`src/rtl/sram_host_arbiter.sv`:
```
// N-host arbiter onto one single-port SRAM with same-cycle grant,
// round-robin or fixed priority, and a latency-matched response pipe.
module sram_host_arbiter #(
  parameter int unsigned NumHosts = 2,
  parameter int unsigned AddrWidth = 32,
  parameter int unsigned DataWidth = 32,
  parameter logic [AddrWidth-1:0] MemStart = '0,
  parameter int unsigned MemSize = 65536,
  parameter int unsigned MemLatency = 1,
  parameter bit RoundRobin = 1'b1
) (
  input  logic                             clk_i,
  input  logic                             rst_ni,
  input  logic [NumHosts-1:0]              host_req_i,
  input  logic [NumHosts-1:0]              host_we_i,
  input  logic [NumHosts*DataWidth/8-1:0]  host_be_i,
  input  logic [NumHosts*AddrWidth-1:0]    host_addr_i,
  input  logic [NumHosts*DataWidth-1:0]    host_wdata_i,
  output logic [NumHosts-1:0]              host_gnt_o,
  output logic [NumHosts-1:0]              host_rvalid_o,
  output logic [NumHosts-1:0]              host_err_o,
  output logic [DataWidth-1:0]             host_rdata_o,
  output logic                             mem_req_o,
  output logic                             mem_we_o,
  output logic [DataWidth/8-1:0]           mem_be_o,
  output logic [AddrWidth-1:0]             mem_addr_o,
  output logic [DataWidth-1:0]             mem_wdata_o,
  input  logic [DataWidth-1:0]             mem_rdata_i
);

  localparam int unsigned BeWidth = DataWidth / 8;
  localparam int unsigned IdxW = (NumHosts > 1) ? $clog2(NumHosts) : 1;
  localparam logic [AddrWidth-1:0] OffMask = AddrWidth'(MemSize - 1);
  localparam logic [IdxW-1:0] LastIdx = IdxW'(NumHosts - 1);

  if (MemSize == 0 || (MemSize & (MemSize - 1)) != 0) begin : g_bad_size
    $error("MemSize must be a power of two");
  end
  if (MemLatency < 1) begin : g_bad_lat
    $error("MemLatency must be at least 1");
  end
  if ((MemStart & OffMask) != '0) begin : g_bad_base
    $error("MemStart must be aligned to MemSize");
  end

  logic [IdxW-1:0]      ptr;
  logic [IdxW-1:0]      win_idx;
  logic                 win_valid;
  logic                 active;
  logic                 hit;
  logic [AddrWidth-1:0] win_addr;

  logic [MemLatency-1:0]           pipe_valid;
  logic [MemLatency-1:0]           pipe_err;
  logic [MemLatency-1:0][IdxW-1:0] pipe_idx;

  // Search from the pointer (RR) or from host 0 (fixed), wrapping.
  always_comb begin : p_arb
    int j;
    logic [IdxW-1:0] cand;
    j = 0;
    cand = '0;
    win_valid = 1'b0;
    win_idx = '0;
    for (int k = 0; k < int'(NumHosts); k++) begin
      j = RoundRobin ? int'(ptr) + k : k;
      if (j >= int'(NumHosts)) j = j - int'(NumHosts);
      cand = IdxW'(j);
      if (!win_valid && host_req_i[cand]) begin
        win_valid = 1'b1;
        win_idx = cand;
      end
    end
  end

  assign active   = rst_ni & win_valid;
  assign win_addr = host_addr_i[win_idx*AddrWidth +: AddrWidth];
  assign hit      = (win_addr & ~OffMask) == MemStart;

  always_comb begin
    host_gnt_o  = '0;
    mem_req_o   = 1'b0;
    mem_we_o    = 1'b0;
    mem_be_o    = '0;
    mem_addr_o  = '0;
    mem_wdata_o = '0;
    if (active) begin
      host_gnt_o[win_idx] = 1'b1;
      if (hit) begin
        mem_req_o   = 1'b1;
        mem_we_o    = host_we_i[win_idx];
        mem_be_o    = host_be_i[win_idx*BeWidth +: BeWidth];
        mem_addr_o  = win_addr & OffMask;
        mem_wdata_o = host_wdata_i[win_idx*DataWidth +: DataWidth];
      end
    end
  end

  always_ff @(posedge clk_i or negedge rst_ni) begin
    if (!rst_ni) begin
      ptr        <= '0;
      pipe_valid <= '0;
      pipe_err   <= '0;
      pipe_idx   <= '0;
    end else begin
      pipe_valid[0] <= win_valid;
      pipe_idx[0]   <= win_idx;
      pipe_err[0]   <= win_valid & ~hit;
      for (int s = 1; s < int'(MemLatency); s++) begin
        pipe_valid[s] <= pipe_valid[s-1];
        pipe_idx[s]   <= pipe_idx[s-1];
        pipe_err[s]   <= pipe_err[s-1];
      end
      if (win_valid) begin
        ptr <= (win_idx == LastIdx) ? '0 : win_idx + 1'b1;
      end
    end
  end

  always_comb begin
    host_rvalid_o = '0;
    host_err_o    = '0;
    host_rdata_o  = '0;
    if (pipe_valid[MemLatency-1]) begin
      host_rvalid_o[pipe_idx[MemLatency-1]] = 1'b1;
      host_err_o[pipe_idx[MemLatency-1]] = pipe_err[MemLatency-1];
      if (!pipe_err[MemLatency-1]) host_rdata_o = mem_rdata_i;
    end
  end

endmodule

```
`config.mk`:
```
export PLATFORM = sky130hd
export DESIGN_NAME = sram_host_arbiter
export DESIGN_NICKNAME = d
export VERILOG_FILES = /design/src/rtl/sram_host_arbiter.sv
export SDC_FILE = /design/constraint.sdc
export NUM_CORES = 1
export LEC_CHECK = 0
export BUFFER_PORTS_ARGS = -buffer_cell sky130_fd_sc_hd__buf_2
export CAP_MARGIN = 20
export CELL_PAD_IN_SITES_DETAIL_PLACEMENT = 2
export CELL_PAD_IN_SITES_GLOBAL_PLACEMENT = 2
export CORE_MARGIN = 5
export CORE_UTILIZATION = 10
export DETAILED_ROUTE_END_ITERATION = 8
export PLACE_DENSITY = 0.9
export SLEW_MARGIN = 0
export SYNTH_ARGS = -nofsm -noshare
export SYNTH_HDL_FRONTEND = slang
export SYNTH_SLANG_ARGS = --single-unit
```
`constraint.sdc`:
```
create_clock -name clk_i -period 1.5 [get_ports clk_i]
set_input_delay 0.15 -clock clk_i [delete_from_list [all_inputs] [get_ports clk_i]]
set_output_delay 0.15 -clock clk_i [all_outputs]
set_load 0.05 [all_outputs]
```
==> summary.md <==
| Metric | Value |
|---|---|
| DIE WIDTH | 139 um |
| Gr usage total | 11.8% |
| GPL Wtd Cong | 0.768 |
| Synth top area share | 24.6% |
| Power per cell area | 357 nW/um2 |
| Post-synthesis sequential area ratio | 5.97% |
| Antenna diodes | 0 |
| Number of DRC markers in iteration 0 | 29 |
| Worst-case clock buffer depth | 2 |
| Synth area leaders | nand2_1 25%, a21oi_2 24%, and2_1 12%, buf_12 7.2%, buf_4 7.2% |
| Vias in the first global route | 3420 |
| Tmin final | 1.82 ns |
| Hold Violations, Final | 0 |
| Final Net Count | 717 |
| Detailed Routing Iterations Pass 1 | 4 |
| Initial core utilization | 10.1% |
| Wire per inst | 17.4 um |
| Setup CP Type | flip-flop to output port |
| Status | finished with violations |
| IO Pins | 282 |
| Setup crit start kind | flip-flop |
| Post-route antenna net violation count | 0 |
| Largest family of logic cells by synthesized area | simple AND/OR/NAND/NOR gates |
| Gr ovfl total | 0 |
| Initial antenna violation count | 0 |
| CTS tree | done |
| Most frequent cells in the layout | 176 x buf_2, 109 x nand2_1, 52 x a21oi_4 |
| Sink Count | 4 |
| Clk_lat worst skew | 0.22 ns |
| Xor and xnor area share after synthesis | 0% |
| Placed Area | 3700 um2 |
| Post-Synth Simple-Gate Area | 44.7% |
| Distinct cells, synth | 26 |
| Die area | 19400 um2 |
| Max Cap Violations | 0 |
| Via count of the routed design | 2910 |
| Synth area leader | nand2_1 |
| Ys async rst share | 100% |
| CTS root buffer | clkbuf_16 |
| Final setup vio count | 55 |
| Cells after synthesis | 262 |
| DRC viols | 0 |
| Largest net degree at the start of global routing | 33 |
| Post-synthesis compound-gate area fraction | 30.5% |
| Final instance area | 4830 um2 |
| Seq cells post-synth | 4 |
| Layout area overhead | 188% |
| Failing checks | setup timing |
| CP Capture Type | output port |
| Synth Area per Inst | 6.39 um2 |
| Highest net fanout along the worst path | 17 |
| EDFF count, synth | 0 |
| Rows | 47 |
| Number of port buffers | 265 |
| Top FF cell, synth | dfrtp_1 |
| Final core utilization | 29.2% |
| Multiplexer share of the synthesized area | 0% |
| CP required | 1.35 ns |
| Clk_skew | 0.000336 ns |
| Fraction of layout cells with a size suffix above 1 | 73.6% |
| H-Tree Depth | 1 |
| Fin worst setup slack | -0.324 ns |
| Drt via density | 3.82 |
| RSZ-0062 raised after global routing | true |
| Cts bufs inserted | 3 |
| Synth Area in Adders | 0% |
| Clk slew on worst S/H paths | 0.03 ns |
| Arrival time at the worst endpoint | 1.67 ns |
| FMAX | 548 MHz |
| LEAKAGE | 2.22 nW |
| Final period util | 122% |
| Slew Viols, Final | 0 |
| Post-Layout Cell Count | 761 |
| Placed Instances | 744 |
| Drt total wl | 13200 um |
| Mapped cell area | 1680 um2 |
| Die height | 139 um |
| Final HPWL DP | 10300 um |
| Worst hold-check path type | input pin to flip-flop |
| Most common cell after layout, fill and taps aside | buf_2 |
| IR drop worst, VDD | 278 uV |
| Core box area | 16500 um2 |
| Total of warnings raised by yosys | 0 |
| First-pass GRT wire length | 18500 um |
-- cell families after synthesis --
logic type | Yosys count
flops | 4
buf+inv | 40
other cells | 1
compound gates | 57
simple gates | 160
-- power breakdown --
group / switching, W / internal (W)
Clock: 0.0000770 / 0.000341
Sequential: 0.00000804 / 0.000118
Combinational: 0.000699 / 0.000482
Total: 0.000784 / 0.000941
-- area by class of cell --
| cell class | count | area [um2] |
|---|---|---|
| Fill cell | 1884 | 11700 |
| Timing Repair Buffer | 297 | 2510 |
| Multi-Input combinational cell | 233 | 1840 |
| Tap cell | 220 | 275 |
| Sequential cell | 4 | 100 |
| Clock buffer | 3 | 75.1 |
| Inverter | 4 | 25.0 |
-- state kept, by name (all words and copies together) (netlist names) --
| name | flops |
|---|---|
| pipe_idx | 1 |
| ptr | 1 |
| pipe_err | 1 |
| pipe_valid | 1 |
-- cell usage after synthesis, drive strengths merged (2+ instances only) --
cell    number
a21oi       54
and2        33
buf         24
clkbuf      12
dfrtp        4
inv          4
nand2      110
nor2b        2
nor4         8
-- per-layer routing --
| metal | part of all wire (%) | vias up | track usage, % |
|---|---|---|---|
| li1 | - | 1374 | - |
| met1 | 34 | 1406 | 11.9 |
| met2 | 58 | 121 | 24.3 |
| met5 | 0 | - | 0 |
| met4 | 0.97 | 0 | 1.60 |
| met3 | 7.4 | 9 | 3.26 |
-- worst paths after layout --
kind / startpoint / end / slack [ns] / depth (start not counted)
worst min register to register: ptr$_DFFE_PN0N_ / ptr$_DFFE_PN0N_ / 0.69 / 2
worst max-delay path: ptr$_DFFE_PN0N_ / mem_addr_o[12] / -0.32 / 6
worst min-delay path: host_req_i[0] / pipe_valid$_DFF_PN0_ / 0.23 / 2
max in group asynchronous: rst_ni / pipe_valid$_DFF_PN0_ / 0.94 / 3
min in group asynchronous: rst_ni / pipe_idx$_DFF_PN0_ / 0.46 / 3
worst max register to register: ptr$_DFFE_PN0N_ / pipe_err$_DFF_PN0_ / 0.33 / 5
-- worst max-delay path: stages (launching register included) --
cell and delay (ns):
dfrtp_1 0.35, nand2b_4 0.19, nand3_4 0.09, o2bb2a_4 0.29
buf_12 0.20, a21oi_4 0.15, buf_8 0.16
-- per-stage QoR --
stage          worst slack [ns]  total power [W]  setup TNS [ns]  hold slack, ns
2_1_floorplan            -0.222         0.000724          -11.73          -0.146
3_3_place_gp             -0.407          0.00107          -20.41          0.0994
3_5_place_dp             -0.427          0.00110          -20.69           0.101
4_1_cts                  -0.339          0.00161          -16.32           0.219
5_1_grt                  -0.373          0.00182          -19.01           0.237
6_report                 -0.324          0.00172          -15.06           0.231
-- timing repair --
item | CTS | global route
buffers inserted | 2 | 6
pin swaps | 1 | 26
endpoints found under the setup margin | 86 | 87
hold buffers | 1 | 0
gates resized for setup | 154 | 110
hold endpoints to repair | 4 | 0
cloned | 2 | 3
No activity file was read; power rests on OpenSTA's default activity.
